===== src/rtl/muldiv_pkg.sv =====
// Shared types and defaults for the iterative multiply/divide unit.
// Signed operation is enabled by defining MULDIV_SIGNED_EN at build time.
package muldiv_pkg;

    localparam int XLEN_DEF = 32;

    typedef enum logic [1:0] {
        OP_MUL  = 2'b00,
        OP_MULH = 2'b01,
        OP_DIV  = 2'b10,
        OP_REM  = 2'b11
    } op_e;

    typedef enum logic [1:0] {
        ST_IDLE = 2'b00,
        ST_BUSY = 2'b01,
        ST_DONE = 2'b10
    } state_e;

    function automatic logic is_div_op(input op_e op);
        return op[1];
    endfunction

endpackage


===== src/rtl/muldiv_if.sv =====
// Request/writeback bundle of the multiply/divide unit.
// start is a request pulse taken only while idle; done is a one-cycle result-valid pulse.
interface muldiv_if #(parameter int XLEN = 32);
    import muldiv_pkg::*;

    logic            start;
    logic [1:0]      op;
    logic [XLEN-1:0] rs1_data;
    logic [XLEN-1:0] rs2_data;
    logic [4:0]      rd_addr;
    logic            busy;
    logic            done;
    logic [XLEN-1:0] result;
    logic [4:0]      wb_addr;
    logic            wb_we;
    state_e          dbg_state;

    modport master (
        output start, op, rs1_data, rs2_data, rd_addr,
        input  busy, done, result, wb_addr, wb_we, dbg_state
    );

    modport slave (
        input  start, op, rs1_data, rs2_data, rd_addr,
        output busy, done, result, wb_addr, wb_we, dbg_state
    );

endinterface


===== src/rtl/muldiv_div_step.sv =====
// One restoring-division iteration: shift in the next dividend bit and
// subtract the divisor when it fits.
module div_step #(
    parameter int XLEN = 32
) (
    input  logic [XLEN-1:0] rem_in,
    input  logic [XLEN-1:0] divisor,
    input  logic            bit_in,
    output logic [XLEN-1:0] rem_out,
    output logic            q_bit
);

    logic [XLEN:0]   shifted;
    logic [XLEN-1:0] diff;

    assign shifted = {rem_in, bit_in};
    // When the subtraction succeeds the difference is below the divisor, so XLEN bits suffice.
    assign diff    = shifted[XLEN-1:0] - divisor;
    assign q_bit   = (shifted >= {1'b0, divisor});
    assign rem_out = q_bit ? diff : shifted[XLEN-1:0];

endmodule


===== src/rtl/muldiv_unit.sv =====
// Fixed-latency (XLEN+1 cycle) shift-add multiplier / restoring divider.
// Define MULDIV_SIGNED_EN for two's-complement MULH/DIV/REM; default build is unsigned.
module muldiv_unit
    import muldiv_pkg::*;
#(
    parameter int XLEN = XLEN_DEF
) (
    input  logic     clk,
    input  logic     reset,
    muldiv_if.slave  bus
);

    localparam int CW = $clog2(XLEN) + 1;
    localparam logic [CW-1:0] LAST = CW'(XLEN - 1);

    state_e          state_q, state_d;
    logic [CW-1:0]   cnt_q, cnt_d;
    op_e             op_q, op_d;
    logic [XLEN-1:0] b_q, b_d;
    logic [XLEN-1:0] hi_q, hi_d;
    logic [XLEN-1:0] lo_q, lo_d;
    logic [4:0]      addr_q, addr_d;
    logic [XLEN-1:0] result_q, result_d;

    logic [XLEN-1:0]   a_mag, b_mag;
    logic [XLEN:0]     mul_sum;
    logic [XLEN-1:0]   div_rem;
    logic              div_q;
    logic [XLEN-1:0]   it_hi, it_lo;
    logic [2*XLEN-1:0] prod;
    logic [XLEN-1:0]   quo, rem;
    logic [XLEN-1:0]   fin;

`ifdef MULDIV_SIGNED_EN
    logic neg_q, neg_d;
    logic rem_neg_q, rem_neg_d;

    // The datapath works on magnitudes; signs are restored on the final iteration.
    always_comb begin
        a_mag     = bus.rs1_data[XLEN-1] ? -bus.rs1_data : bus.rs1_data;
        b_mag     = bus.rs2_data[XLEN-1] ? -bus.rs2_data : bus.rs2_data;
        neg_d     = (bus.rs1_data[XLEN-1] ^ bus.rs2_data[XLEN-1]) &&
                    !(is_div_op(op_e'(bus.op)) && (bus.rs2_data == '0));
        rem_neg_d = bus.rs1_data[XLEN-1];
    end
`else
    always_comb begin
        a_mag = bus.rs1_data;
        b_mag = bus.rs2_data;
    end
`endif

    assign mul_sum = {1'b0, hi_q} + {1'b0, (lo_q[0] ? b_q : '0)};

    div_step #(.XLEN(XLEN)) u_div_step (
        .rem_in  (hi_q),
        .divisor (b_q),
        .bit_in  (lo_q[XLEN-1]),
        .rem_out (div_rem),
        .q_bit   (div_q)
    );

    always_comb begin
        if (is_div_op(op_q)) begin
            it_hi = div_rem;
            it_lo = {lo_q[XLEN-2:0], div_q};
        end else begin
            it_hi = mul_sum[XLEN:1];
            it_lo = {mul_sum[0], lo_q[XLEN-1:1]};
        end
    end

    always_comb begin
        prod = {it_hi, it_lo};
        quo  = it_lo;
        rem  = it_hi;
`ifdef MULDIV_SIGNED_EN
        if (neg_q) begin
            prod = -{it_hi, it_lo};
            quo  = -it_lo;
        end
        if (rem_neg_q) begin
            rem = -it_hi;
        end
`endif
        case (op_q)
            OP_MUL:  fin = prod[XLEN-1:0];
            OP_MULH: fin = prod[2*XLEN-1:XLEN];
            OP_DIV:  fin = quo;
            default: fin = rem;
        endcase
    end

    always_comb begin
        state_d  = state_q;
        cnt_d    = cnt_q;
        op_d     = op_q;
        b_d      = b_q;
        hi_d     = hi_q;
        lo_d     = lo_q;
        addr_d   = addr_q;
        result_d = result_q;
        case (state_q)
            ST_IDLE: begin
                if (bus.start) begin
                    op_d    = op_e'(bus.op);
                    b_d     = b_mag;
                    hi_d    = '0;
                    lo_d    = a_mag;
                    addr_d  = bus.rd_addr;
                    cnt_d   = '0;
                    state_d = ST_BUSY;
                end
            end
            ST_BUSY: begin
                hi_d  = it_hi;
                lo_d  = it_lo;
                cnt_d = cnt_q + CW'(1);
                if (cnt_q == LAST) begin
                    result_d = fin;
                    state_d  = ST_DONE;
                end
            end
            ST_DONE: state_d = ST_IDLE;
            default: state_d = ST_IDLE;
        endcase
    end

    always_ff @(posedge clk or posedge reset) begin
        if (reset) begin
            state_q  <= ST_IDLE;
            cnt_q    <= '0;
            op_q     <= OP_MUL;
            b_q      <= '0;
            hi_q     <= '0;
            lo_q     <= '0;
            addr_q   <= '0;
            result_q <= '0;
        end else begin
            state_q  <= state_d;
            cnt_q    <= cnt_d;
            op_q     <= op_d;
            b_q      <= b_d;
            hi_q     <= hi_d;
            lo_q     <= lo_d;
            addr_q   <= addr_d;
            result_q <= result_d;
        end
    end

`ifdef MULDIV_SIGNED_EN
    always_ff @(posedge clk or posedge reset) begin
        if (reset) begin
            neg_q     <= 1'b0;
            rem_neg_q <= 1'b0;
        end else if (state_q == ST_IDLE && bus.start) begin
            neg_q     <= neg_d;
            rem_neg_q <= rem_neg_d;
        end
    end
`endif

    assign bus.busy      = (state_q == ST_BUSY);
    assign bus.done      = (state_q == ST_DONE);
    assign bus.wb_we     = bus.done && (addr_q != 5'd0);
    assign bus.result    = result_q;
    assign bus.wb_addr   = addr_q;
    assign bus.dbg_state = state_q;

endmodule


===== src/flat_wrapper.sv =====
// flat-port wrapper written by rule: the top's interface ports become plain ports
module muldiv_unit_flat import muldiv_pkg::*;
#(
    parameter int XLEN = XLEN_DEF
)
  (clk, reset, bus_start, bus_op, bus_rs1_data, bus_rs2_data, bus_rd_addr, bus_busy, bus_done, bus_result, bus_wb_addr, bus_wb_we, bus_dbg_state);
  muldiv_if #(.XLEN(XLEN)) bus_i ();
  input  logic clk;
  input  logic reset;
  input wire logic [$bits(bus_i.start)-1:0] bus_start;
  input wire logic [$bits(bus_i.op)-1:0] bus_op;
  input wire logic [$bits(bus_i.rs1_data)-1:0] bus_rs1_data;
  input wire logic [$bits(bus_i.rs2_data)-1:0] bus_rs2_data;
  input wire logic [$bits(bus_i.rd_addr)-1:0] bus_rd_addr;
  output wire logic [$bits(bus_i.busy)-1:0] bus_busy;
  output wire logic [$bits(bus_i.done)-1:0] bus_done;
  output wire logic [$bits(bus_i.result)-1:0] bus_result;
  output wire logic [$bits(bus_i.wb_addr)-1:0] bus_wb_addr;
  output wire logic [$bits(bus_i.wb_we)-1:0] bus_wb_we;
  output wire logic [$bits(bus_i.dbg_state)-1:0] bus_dbg_state;
  assign bus_i.start = bus_start;
  assign bus_i.op = bus_op;
  assign bus_i.rs1_data = bus_rs1_data;
  assign bus_i.rs2_data = bus_rs2_data;
  assign bus_i.rd_addr = bus_rd_addr;
  assign bus_busy = bus_i.busy;
  assign bus_done = bus_i.done;
  assign bus_result = bus_i.result;
  assign bus_wb_addr = bus_i.wb_addr;
  assign bus_wb_we = bus_i.wb_we;
  assign bus_dbg_state = bus_i.dbg_state;
  muldiv_unit #(.XLEN(XLEN)) u_core (.clk(clk), .reset(reset), .bus(bus_i));
endmodule

===== config.mk =====
export PLATFORM = sky130hd
export DESIGN_NAME = muldiv_unit_flat
export DESIGN_NICKNAME = d
export VERILOG_FILES = /design/src/rtl/muldiv_pkg.sv /design/src/rtl/muldiv_if.sv /design/src/rtl/muldiv_div_step.sv /design/src/rtl/muldiv_unit.sv /design/src/flat_wrapper.sv
export SDC_FILE = /design/constraint.sdc
export NUM_CORES = 1
export LEC_CHECK = 0
export ABC_CLOCK_PERIOD_IN_PS = 5000
export BUFFER_PORTS_ARGS = -buffer_cell sky130_fd_sc_hd__buf_4
export CAP_MARGIN = 40
export CORE_UTILIZATION = 62
export CTS_BUF_LIST = sky130_fd_sc_hd__clkbuf_4 sky130_fd_sc_hd__clkbuf_8
export DETAILED_ROUTE_END_ITERATION = 16
export PLACE_DENSITY = 0.93
export SKIP_CTS_REPAIR_TIMING = 1
export SLEW_MARGIN = 40
export SYNTH_ARGS = -nofsm -noshare
export SYNTH_HDL_FRONTEND = slang
export SYNTH_SLANG_ARGS = --single-unit

===== constraint.sdc =====
create_clock -name clk -period 5 [get_ports clk]
set_input_delay 0.75 -clock clk [delete_from_list [all_inputs] [get_ports clk]]
set_output_delay 0.75 -clock clk [all_outputs]
set_load 0.005 [all_outputs]

==> results of run 1 <==
==> registers in the layout, indices dropped and copies added, names as in the netlist <==
name	flops
u_core.b_q	32
u_core.bus.dbg_state	2
u_core.bus.result	32
u_core.bus.wb_addr	5
u_core.cnt_q	6
u_core.hi_q	32
u_core.lo_q	32
u_core.op_q	2
==> worst max-delay path by stage <==
| stage | slack, ns | endpoint | from |
|---|---|---|---|
| finish | 0.67 | u_core.bus.result[27]$_DFFE_PP0P_ | u_core.lo_q[0]$_DFFE_PP0P_ |
| global placement | 1.0 | u_core.bus.result[27]$_DFFE_PP0P_ | u_core.lo_q[0]$_DFFE_PP0P_ |
| floorplan | 0.41 | u_core.b_q[0]$_DFFE_PP0P_ | reset |
| CTS | 0.87 | u_core.bus.result[27]$_DFFE_PP0P_ | u_core.lo_q[0]$_DFFE_PP0P_ |
| global route | 0.57 | u_core.bus.result[27]$_DFFE_PP0P_ | u_core.lo_q[0]$_DFFE_PP0P_ |
| detailed placement | 0.87 | u_core.bus.result[27]$_DFFE_PP0P_ | u_core.lo_q[0]$_DFFE_PP0P_ |
==> placed cells by master (no fill, tap or decap), drive strengths merged, types with 17 or more instances in the layout <==
master / synthesis / final
xor2: 22 / 22
dfrtp: 143 / 143
o21ai: 109 / 109
nand2: 115 / 115
inv: 89 / 99
a22o: 19 / 19
mux2i: 47 / 47
clkbuf: 62 / 17
a221oi: 28 / 28
a21oi: 95 / 95
and2: 43 / 43
buf: 13 / 132
nor2: 92 / 92
nor3: 35 / 35
ha: 65 / 65
a21o: 24 / 24
xnor2: 26 / 26
nand3: 19 / 19
a221o: 17 / 17
o22a: 30 / 30
==> cell families after synthesis <==
logic type / Yosys count
simple gates: 368
mux: 60
fa+ha+maj: 67
flops: 143
xor+xnor: 48
compound gates: 431
buf+inv: 165
==> per-stage QoR <==
| stage | util [%] | std cells | cell area (um^2) | setup WS (ns) |
|---|---|---|---|---|
| 2_1_floorplan | - | 1282 | 11000 | 0.412 |
| 3_3_place_gp | 69.0 | 1564 | 11900 | 0.997 |
| 3_5_place_dp | 69.0 | 1564 | 11900 | 0.865 |
| 4_1_cts | 71.3 | 1596 | 12300 | 0.866 |
| 5_1_grt | 71.3 | 1596 | 12300 | 0.570 |
| 6_report | 71.3 | 1597 | 12300 | 0.670 |
==> cell type report <==
class                           instances  area (um^2)
Antenna cell                            1         2.50
Clock buffer                           17          234
Clock inverter                         15          166
Fill cell                            1346         4960
Inverter                               90          345
Multi-Input combinational cell        974         6740
Sequential cell                       143         3580
Tap cell                              225          282
Timing Repair Buffer                  132          991
==> routing by layer <==
layer / share of wire (%) / global-route usage, %
met2: 45 / 58.4
met4: 2.8 / 12.7
met5: 0.036 / 0
met1: 41 / 52.9
met3: 12 / 9.57
==> metrics.txt, run 1 <==
endpoint class of the critical path=flop; top post-synthesis cells by count=dfrtp_1, nand2_1, o21ai_0; Netlist Area Pre-Place=roughly 11,000 um^2; mux contribution to synthesized area=5.63%; fraction of the mapped netlist area in simple logic gates=16.4%; share of post-route cells with drive strength above 1=about 15%; CP max stage cell=dfrtp_1; worst path bufs/invs=1; post-synth net total=1,423; Critical Path Max Stage Delay=0.67 ns; vias in the first global route=10,200; hold slack=0.357 ns; Routed WL=roughly 34,000 um; global-route wire length before repair=53,800 um; Setup-failing EPs final=0; ANT nets after route=0; max-slew violation count=0; Async S/R FF share, synth=between 90% and 100%; vias per cell=between 6 and 7; outcome=finished clean; setup slack, reg-to-reg=approximately 0.67 ns; post-synthesis compound-gate area fraction=around 28%; PortBufs=~120; I/O pins=approximately 120; number of hold violations in the final report=0; Mapped Cells=between 1,000 and 1,500; R2R Path Start=u_core.lo_q[0]$_DFFE_PP0P_; pin count of the biggest net entering global routing=between 100 and 150; drc violations=0; CTS clk-pin slew, worst paths=0.10 ns; fin crit period=4.33 ns; CP Data Arrival Time=4.69 ns; Crit Path Class=reg -> reg; RSZ-0062 raised after global routing=no; worst hold path class=in -> async; maximum fanout along the worst path=13; max_cap viols=0; gpl congestion=around 1.0; Core ar.=around 17,000 um^2; worst-skew pair later-pin latency=0.49 ns; Root Buffer=clkbuf_8; Starting Density=a little under two thirds; CP dominant cell by count=a21oi_1; Tcrit/Tclk final=86.6%; Total GRT Usage=38.2%; initial antenna violation count=1; Via Count=~11,000; Yosys warning count=0; grt total ovfl=0; WP depth=13; slew of the pin with the lowest slew margin=between 0.7 and 0.8 ns; Syn-to-layout area delta=12.6%; crit start category=flop; nets@finish=roughly 1,500; R2R depth=13; sequential fraction of the synthesis area=32.6%; adder-cell area share of the yosys netlist=under 10%; Setup TNS Final=0 ns; Synth cell types=approximately 90; num rows=48; clk buf depth=2; Die Span X=around 130 um; clock skew=0.0211 ns; R2R Path End=u_core.bus.result[27]$_DFFE_PP0P_; CTS tree=built; initial DRC count=between 1,000 and 1,500; CP cell instances=and2_1 > ha_1 > inv_1 > fa_1 > nor2b_1 > o2111ai_1 > a31oi_1 > a21oi_1 > nor4_1 > o21ai_0 > a21oi_1 > nor3_1 > a221o_1; XOR/XNOR share of the synthesized area=under 10%; count leader, synth=dfrtp_1; predominant post-synthesis flop cell=dfrtp_1; number of flops mapped to enable cells by yosys=0; largest family of logic cells by synthesized area=compound AO/OA/AOI/OAI gates; #FFs+latches synth=143; CP top delay family=compound AO/OA/AOI/OAI gates; total CTS buffers=17; CTS sink cnt=143; drt wl/cell=roughly 21 um; DRT Pass-1 Iters=8; Slew Limit Headroom=about 50%; fmax=approximately 0.23 GHz; Synth area leader=dfrtp_1; DP Wirelength=~24,000 um; chip height=between 100 and 150 um; H-Tree Depth=4; syn_area_per_cell=between 8 and 9 um^2; area share of the largest cell type after synthesis=about 33%; Synth area leaders=dfrtp_1, ha_1, o21ai_0; die area=roughly 18,000 um^2; WP data required=5.36 ns
Power of run 1 is left out: the tool's default activity adds up to more than one toggle a clock period on the data nets, which glitch-free logic cannot reach.
==> inputs of run 2 (changes only) <==
--- a/config.mk
+++ b/config.mk
@@ -8,10 +8,12 @@
 export ABC_CLOCK_PERIOD_IN_PS = 5000
 export BUFFER_PORTS_ARGS = -buffer_cell sky130_fd_sc_hd__buf_4
 export CAP_MARGIN = 40
-export CORE_UTILIZATION = 62
+export CELL_PAD_IN_SITES_DETAIL_PLACEMENT = 1
+export CELL_PAD_IN_SITES_GLOBAL_PLACEMENT = 2
+export CORE_UTILIZATION = 38
 export CTS_BUF_LIST = sky130_fd_sc_hd__clkbuf_4 sky130_fd_sc_hd__clkbuf_8
 export DETAILED_ROUTE_END_ITERATION = 16
-export PLACE_DENSITY = 0.93
+export PLACE_DENSITY_LB_ADDON = 0.08
 export SKIP_CTS_REPAIR_TIMING = 1
 export SLEW_MARGIN = 40
 export SYNTH_ARGS = -nofsm -noshare
==> run 2 against run 1 <==
Compared with the run above:
- clock-buffer cell count up 2
- global-route usage fell by 10 points
- setup slack gained 0.14 ns
==> metrics.txt, run 2 (synthesis results as in run 1) <==
CP cell instances=buf_4 > nand2_1 > fa_1 > nor2b_1 > o2111ai_1 > a31oi_1 > a21oi_1 > nor4_1 > o21ai_0 > a21oi_1 > nor3_1 > a221o_1 (was and2_1 > ha_1 > inv_1 > fa_1 > nor2b_1 > o2111ai_1 > a31oi_1 > a21oi_1 > nor4_1 > o21ai_0 > a21oi_1 > nor3_1 > a221o_1); gpl congestion=0.866 (was 1.02); Root Buffer=clkbuf_8 (unchanged); CTS clk-pin slew, worst paths=0.10 ns (about the same); Layout Cell Area excl Fill=12,500 um^2 (was 12,300 um^2); CP Data Arrival Time=4.57 ns (was 4.69 ns); most common cell after layout, fill and taps aside=dfrtp_1 (unchanged); Via Count=10,300 (was 10,700); Setup-failing EPs final=0 (unchanged); WP data required=5.38 ns (was 5.36 ns); crit start category=flop (unchanged); grt total ovfl=0 (unchanged); endpoint class of the critical path=flop (unchanged); max-slew violation count=0 (unchanged); Slew Limit Headroom=47.4% (was 50.6%); Core ar.=28,100 um^2 (was 17,300 um^2); initial antenna violation count=0 (was 1); clk buf depth=2 (unchanged); chip height=172 um (was 135 um); total CTS buffers=17 (unchanged); num rows=61 (was 48); R2R Path Start=u_core.lo_q[0]$_DFFE_PP0P_ (unchanged); Syn-to-layout area delta=14.2% (was 12.6%); nets@finish=1,496 (was 1,499); DP Wirelength=29,200 um (was 24,100 um); max_cap viols=0 (unchanged); fmax=0.239 GHz (was 0.231 GHz); DRT Pass-1 Iters=7 (was 8); Tcrit/Tclk final=83.8% (was 86.6%); Setup crit start=u_core.lo_q[0]$_DFFE_PP0P_ (unchanged); RSZ-0062 raised after global routing=no (unchanged); CTS tree=built (unchanged); n_diodes=0 (was 1); placed inst area=12,100 um^2 (was 11,900 um^2); pin count of the biggest net entering global routing=81 (was 101); number of hold violations in the final report=0 (unchanged); worst hold path class=in -> async (unchanged); Total GRT Usage=27.9% (was 38.2%); CP dominant cell by count=a21oi_1 (unchanged); Critical Path Max Stage Delay=0.63 ns (was 0.67 ns); drc violations=0 (unchanged); clock skew=0.0208 ns (was 0.0211 ns); slew of the pin with the lowest slew margin=0.788 ns (was 0.740 ns); Setup TNS Final=0 ns (unchanged); Starting Density=39.0% (was 63.4%); Crit Path Class=reg -> reg (unchanged); vias per cell=5.92 (was 6.72); Routed WL=39,900 um (was 33,600 um); drt wl/cell=22.8 um (was 21.1 um); fin crit period=4.19 ns (was 4.33 ns); initial DRC count=830 (was 1,251); PortBufs=115 (unchanged); maximum fanout along the worst path=34 (was 13); global-route wire length before repair=62,000 um (was 53,800 um); most frequent cells in the layout=dfrtp_1, buf_4, nand2_1 (unchanged); CTS sink cnt=143 (unchanged); fillers=3,382 (was 1,346); ANT nets after route=0 (unchanged); H-Tree Depth=4 (unchanged); vias in the first global route=10,400 (was 10,200); Die Span X=172 um (was 135 um); worst-skew pair later-pin latency=0.48 ns (was 0.49 ns); outcome=finished clean (unchanged); CP max stage cell=a31oi_1 (was dfrtp_1); share of post-route cells with drive strength above 1=15.4% (was 15.5%); I/O pins=116 (unchanged); die area=29,500 um^2 (was 18,200 um^2)
-- run 2: path summary, 6_finish.rpt --
kind | end | slack [ns] | depth (start not counted)
min in group clk | u_core.b_q[28]$_DFFE_PP0P_ | 0.46 | 3
setup reg to reg | u_core.bus.result[27]$_DFFE_PP0P_ | 0.81 | 12
setup / recovery | u_core.bus.result[27]$_DFFE_PP0P_ | 0.81 | 12
max in group asynchronous | u_core.hi_q[19]$_DFFE_PP0P_ | 3.72 | 3
hold / removal | u_core.lo_q[7]$_DFFE_PP0P_ | 0.33 | 2
hold reg to reg | u_core.cnt_q[5]$_DFFE_PP0P_ | 0.48 | 1
-- run 2: layer usage --
layer	vias to the layer above	part of all wire, %	track usage (%)
met2	311	44	42.7
met4	0	1.3	6.62
met5	-	0	0
li1	4830	-	-
met1	5160	49	41.1
met3	32	5.6	3.89
-- run 2: final cells by class --
type                            instances  area, um^2  area share [%]
Inverter                               90         343            2.74
Timing Repair Buffer                  129         993            7.94
Sequential cell                       143        3580            28.6
Tap cell                              378         473            3.78
Clock buffer                           19         255            2.04
Clock inverter                         13         130            1.04
Multi-Input combinational cell        974        6740            53.8
-- run 2: per-stage QoR --
step                      instances  utilization (%)  hold slack [ns]  worst slack (ns)
after floorplan                1282                -            0.444             0.412
after global routing           1746             44.6            0.370             0.613
after CTS                      1746             44.6            0.339             0.825
final                          1746             44.6            0.332             0.810
after detailed placement       1714             43.2            0.468             0.855
after global placement         1714             43.2            0.463             0.874
-- run 2: critical path: cells and delay by family (launching register included) --
family | cells | cell delay, ns
AND/OR/NAND/NOR | 4 | 1.01
flip-flops | 1 | 0.35
buffers and inverters | 1 | 0.42
adder cells (fa/ha/maj) | 1 | 0.45
AO/OA/AOI/OAI | 6 | 1.84
Power of run 2 is left out for the same reason.
